===== src/rtl/redun_to_binary_serializer.sv =====
// Drains a redundant-form coefficient vector into canonical WORD_LEN-bit words, LSW first,
// resolving carries one coefficient per cycle and presenting words on a valid/ready stream.
module redun_to_binary_serializer #(
    parameter int NUM_ELEMENTS = 66,
    parameter int DSP_BIT_LEN  = 17,
    parameter int WORD_LEN     = 16,
    parameter bit EMIT_CARRY   = 1'b1,
    localparam int IDX_W = $clog2(NUM_ELEMENTS + 1)
) (
    input  logic                                        i_clk,
    input  logic                                        i_rst,
    input  logic                                        i_val,
    output logic                                        o_rdy,
    input  logic [NUM_ELEMENTS-1:0][DSP_BIT_LEN-1:0]    i_dat,
    output logic                                        o_val,
    input  logic                                        i_rdy,
    output logic [WORD_LEN-1:0]                         o_dat,
    output logic [IDX_W-1:0]                            o_idx,
    output logic                                        o_last,
    output logic                                        o_ovf,
    output logic [1:0]                                  o_state
);

    localparam int CARRY_LEN = DSP_BIT_LEN - WORD_LEN + 1;
    localparam int SUM_W     = DSP_BIT_LEN + 1;
    localparam int SEL_W     = (NUM_ELEMENTS > 1) ? $clog2(NUM_ELEMENTS) : 1;

    typedef enum logic [1:0] {
        S_IDLE   = 2'd0,
        S_STREAM = 2'd1,
        S_CARRY  = 2'd2
    } state_t;

    state_t                                   state;
    logic [NUM_ELEMENTS-1:0][DSP_BIT_LEN-1:0] coef_buf;
    logic [IDX_W-1:0]                         idx;
    logic [CARRY_LEN-1:0]                     carry;

    logic [SEL_W-1:0]       rd_sel;
    logic [IDX_W-1:0]       cur_idx;
    logic [DSP_BIT_LEN-1:0] cur_coef;
    logic [CARRY_LEN-1:0]   cur_carry;
    logic [SUM_W-1:0]       sum;
    logic [CARRY_LEN-1:0]   carry_next;
    logic                   is_final;
    logic                   more_data;
    logic                   advance;
    logic                   accept;
    logic                   load_word;
    logic                   load_carry;
    logic                   finish;

    // Handshake: input vector moves on i_val && o_rdy; output word moves on o_val && i_rdy,
    // and o_val/o_dat/o_idx/o_last/o_ovf hold steady while o_val && !i_rdy.
    assign o_rdy   = (state == S_IDLE);
    assign o_state = state;
    assign rd_sel  = idx[SEL_W-1:0];

    // The acceptance cycle resolves word 0 straight from i_dat so it is valid one cycle later.
    always_comb begin
        cur_idx    = '0;
        cur_coef   = i_dat[0];
        cur_carry  = '0;
        if (state != S_IDLE) begin
            cur_idx   = idx;
            cur_coef  = coef_buf[rd_sel];
            cur_carry = carry;
        end
        sum        = {1'b0, cur_coef} + SUM_W'(cur_carry);
        carry_next = sum[SUM_W-1:WORD_LEN];
        is_final   = (cur_idx == IDX_W'(NUM_ELEMENTS - 1));
        more_data  = (idx != IDX_W'(NUM_ELEMENTS));
        advance    = !o_val || i_rdy;
        accept     = (state == S_IDLE) && i_val;
        load_word  = accept || ((state == S_STREAM) && advance && !o_last && more_data);
        load_carry = (state == S_STREAM) && advance && !o_last && !more_data;
        finish     = o_val && i_rdy && o_last;
    end

    always_ff @(posedge i_clk) begin
        if (accept) begin
            coef_buf <= i_dat;
        end
    end

    always_ff @(posedge i_clk) begin
        if (i_rst) begin
            state  <= S_IDLE;
            idx    <= '0;
            carry  <= '0;
            o_val  <= 1'b0;
            o_dat  <= '0;
            o_idx  <= '0;
            o_last <= 1'b0;
            o_ovf  <= 1'b0;
        end else if (load_word) begin
            state  <= S_STREAM;
            idx    <= cur_idx + IDX_W'(1);
            carry  <= carry_next;
            o_val  <= 1'b1;
            o_dat  <= sum[WORD_LEN-1:0];
            o_idx  <= cur_idx;
            o_last <= !EMIT_CARRY && is_final;
            o_ovf  <= !EMIT_CARRY && is_final && (carry_next != '0);
        end else if (load_carry) begin
            state  <= S_CARRY;
            o_val  <= 1'b1;
            o_dat  <= WORD_LEN'(carry);
            o_idx  <= IDX_W'(NUM_ELEMENTS);
            o_last <= 1'b1;
            o_ovf  <= 1'b0;
        end else if (finish) begin
            state  <= S_IDLE;
            o_val  <= 1'b0;
            o_last <= 1'b0;
            o_ovf  <= 1'b0;
        end
    end

endmodule


===== config.mk =====
export PLATFORM = sky130hd
export DESIGN_NAME = redun_to_binary_serializer
export DESIGN_NICKNAME = d
export VERILOG_FILES = /design/src/rtl/redun_to_binary_serializer.sv
export SDC_FILE = /design/constraint.sdc
export NUM_CORES = 1
export LEC_CHECK = 0
export BUFFER_PORTS_ARGS = -buffer_cell sky130_fd_sc_hd__buf_2
export CAP_MARGIN = 20
export CORE_AREA = 2 2 448 450
export CTS_CLUSTER_DIAMETER = 80
export DETAILED_ROUTE_END_ITERATION = 7
export DIE_AREA = 0 0 450 452
export SYNTH_ARGS = -nofsm -noshare
export SYNTH_HDL_FRONTEND = slang
export SYNTH_SLANG_ARGS = --single-unit

===== constraint.sdc =====
create_clock -name i_clk -period 50.2 [get_ports i_clk]
set_input_delay 5.02 -clock i_clk [delete_from_list [all_inputs] [get_ports i_clk]]
set_output_delay 5.02 -clock i_clk [all_outputs]
set_load 0.02 [all_outputs]

==> run summary <==
The worst slew slack as a fraction of its limit came out at 0.147. TritonCTS created 136 clock buffers. The HPWL reported at the end of detailed placement is 149000 µm. The area inside the core boundary is 199000 µm².

The startpoint identified for the worst register-to-register timing path is idx[1]. The CTS H-tree depth is 4. Among all flip-flop cells after synthesis, the most frequent one is edfxtp_1.

The final total negative setup slack is 0 ps. Max-cap violations in this run came to 0. The number of antenna violations at the first check in global routing is 105.

The post-route cell area came out at 58900 µm². The filler cell count in the final layout came out at 19800. The proportion of power drawn by flip-flops and latches came out at 0.483. VDD sags by at most 31.6 µV. The power share of the clock group came out at 0.418. For this block, the via count after detailed routing is 27600.

The number of search-and-repair iterations in the first detailed-routing pass is 7. In this run the tool buffered the top-level ports with 1153 buffer cells. The synthesized netlist occupies a cell area of 45800 µm². The global-route congestion overflow total is 0. The number of global-route vias before repair is 27600.

For the worst-skew pair, the clock arrives at the later sink with an insertion delay of 790 ps. The worst setup path is launched from an input pin. The worst-case clock buffer depth is 3. For the pin with the worst max-slew slack, the measured transition is 1280 ps. The TritonCTS clock tree is yes.

Synthesis instantiated 89 different standard cells from the library. The count of nets left with antenna violations once routing finished came out at 0. Clock tree synthesis found a total of 1157 sinks.

After detailed routing, the number of vias per cell comes to 4.47. The number of setup buffers added after CTS came out at 0. The final routed wire length divided by cell count is 31.0 µm. The top cell types in the final layout, fill and taps aside, are 1153 x buf_2, 1122 x edfxtp_1, 226 x mux4_2. The fraction of final layout cells sized beyond drive strength 1 came out at 0.488.

In this run the most critical hold path is launched from o_dat[1]. At the end of routability-driven placement, the weighted congestion stood at 0.913. The capturing point of the worst reg2reg path is o_dat[15]. The internal cell power is 1.82 mW. The overall die height came out at 452 µm. The number of hold buffers added after CTS was 0. For hold timing, the worst endpoint is o_dat[1]. In this run, synthesis inferred 1122 flip-flops with an integrated enable. The number of setup violations in the final report came out at 0. The post-place instance area is 54200 µm². From synthesis to final layout, the design area changed by 28.6%. The wire length after detailed routing came out at 192000 µm. The final standard cell utilization of the core is 0.297. The largest fanout on the critical path is 83. The area of the die came out at 203000 µm². By instance count, the cell type seen most on the critical path is buf_4. The synthesized area per cell came out at 21.4 µm². The smallest clock period supported by the final layout is computed as 8330 ps. The number of synthesis warnings came out at 0.

The clock transition at the registers of the reported paths came out at 60 ps. The type of the most critical hold path is flip-flop to flip-flop. The post-route clock period utilization is 0.166. The critical path depth in cells came out at 5. The cell count of the worst reg-to-reg path came out at 17. The post-route clock skew is 38.1 ps.

For this run, the register share of the synthesized area comes to 0.751. The power per cell area is 41.0 nW/µm². The combinational power share is 0.099. The capturing element type of the critical path is a flip-flop. After technology mapping, the gate count stands at 2137. Along the worst hold path, the cell count comes to 2. The final net count is 4490. In this design, the stage delay of the slowest critical-path cell is 930 ps. Of the total power, the share spent switching nets is 0.247. The total I/O pin count is 1155. The net load switching power is 0.595 mW. The post-synth net total came out at 3267. The worst endpoint required time came out at 50590 ps. In this run the horizontal extent of the chip is 450 µm. The setup path with the least slack is of type input pin to flip-flop. The effective utilization at floorplan came out at 0.231.

The row count came out at 164. The number of failing hold endpoints at the final stage came out at 0. The run finished with clean final reports.

Setup repair after global routing left no endpoint under its margin. The overall routing resource usage is 0.181. The leakage power summed over all cells came out at 21.1 nW. The synthesis-stage register bit count is 1157. Gates resized during post-CTS repair numbered 0. CTS placed an instance of clkbuf_16 at the clock tree root.

The minimum setup slack among reg-to-reg paths came out at 44140 ps. The number of pins with negative max-slew slack in the final report came out at 0. The critical path goes through buf_2 -> and2_4 -> buf_4 -> buf_4 -> buf_4. The violation count after the first detailed-routing iteration is 3397.

On the critical path, the stage with the largest delay is an instance of buf_4. After synthesis, the share of flip-flops with an asynchronous set or reset is 0. The number of buffer and inverter instances along the worst setup path came out at 4.

Entering global routing, the biggest net connects 194 pins. For this run, the top clock speed supported by timing is 120 MHz. Data arrives at the worst endpoint at 8720 ps.

The most common library cell in the layout ignoring fill and taps is buf_2. The wire length of the first global-routing pass came out at 246000 µm. The kind of cell adding the most delay to the critical path is buffers and inverters.

The total DRC errors in the routed layout is 0.
[tightest hold or removal path: stages (launching register included)]
cell	delay, ps
dfxtp_1	310
nand2_1	50
a21oi_1	50
[cells in the mapped netlist, drive strengths merged (5+ instances only)]
cell       n  area share
edfxtp  1122        0.74
mux4     263        0.13
mux2i    109       0.024
buf       94       0.022
nor2      71      0.0058
nand2     68      0.0056
a21oi     44      0.0049
dfxtp     35       0.015
clkbuf    27      0.0032
o21ai     22      0.0024
nor3      20      0.0023
a22o      19      0.0036
a22oi     19      0.0031
nand3     17      0.0021
mux2      16      0.0039
o211ai    14      0.0024
o22ai     12      0.0016
a221oi    10      0.0019
nor2b     10      0.0014
o221ai    10      0.0022
o31ai     10      0.0016
a211oi     9      0.0016
and2       9      0.0013
xor2       9      0.0017
or2        8      0.0011
inv        7     0.00057
nand4      7      0.0012
a31oi      6     0.00082
nand2b     6     0.00082
nor3b      5     0.00082
o21bai     5     0.00082
[cells by family after synthesis]
| group | Yosys count | share of synthesized area |
|---|---|---|
| flops | 1157 | 0.751 |
| mux | 388 | 0.160 |
| simple gates | 239 | 0.0261 |
| compound gates | 206 | 0.0332 |
| buf+inv | 129 | 0.0262 |
| xor+xnor | 13 | 0.00248 |
| fa+ha+maj | 4 | 0.00126 |
| other cells | 1 | 0.0000818 |
[worst max path at each step]
stage | startpoint | endpoint | slack, ps
2_1_floorplan | i_val | o_idx[0] | 8490
3_3_place_gp | i_val | coef_buf[276] | 41160
3_5_place_dp | i_val | coef_buf[293] | 41040
4_1_cts | i_val | coef_buf[244] | 41900
5_1_grt | i_val | coef_buf[244] | 41650
6_report | i_val | coef_buf[1] | 41870
[through the flow]
step                instances  worst slack (ps)  hold WS (ps)  power [mW]
finish                   6173             41870           459        2.41
global route             6152             41650           482        2.49
CTS                      6125             41900           456        2.44
detailed placement       5877             41040           449        1.43
global placement         5876             41160           448        1.43
floorplan                2137              8490           448        1.40
[per-layer routing]
metal  GRT usage  share of wire
met2       0.302           0.49
met1       0.229           0.40
met3      0.0438          0.078
met4      0.0669          0.037
met5           0        0.00084
[layout make-up]
cell class,instances,area (µm²),area share
repair buffers,1206,6240,0.106
flip-flops and latches,1157,34400,0.584
well taps,2656,3320,0.0564
multi-input cells,851,10200,0.174
diodes,47,118,0.00200
inverters,8,31.3,0.000531
clock inverters,88,1020,0.0173
clock buffers,160,3550,0.0602
[state kept, by name (all words and copies together) (netlist names)]
signal,cells
coef_buf,1122
o_last,1
o_state,1
carry,2
idx,7
o_idx,7
o_dat,16
o_val,1
[power groups by stage]
stage               clock network [mW]  logic [mW]  registers (mW)
finish                            1.01       0.239            1.17
global route                      1.07       0.256            1.17
CTS                               1.03       0.244            1.17
detailed placement                   0       0.243            1.19
global placement                     0       0.241            1.18
floorplan                            0       0.130            1.27
Note: power is estimated with default switching activity, not from simulation.
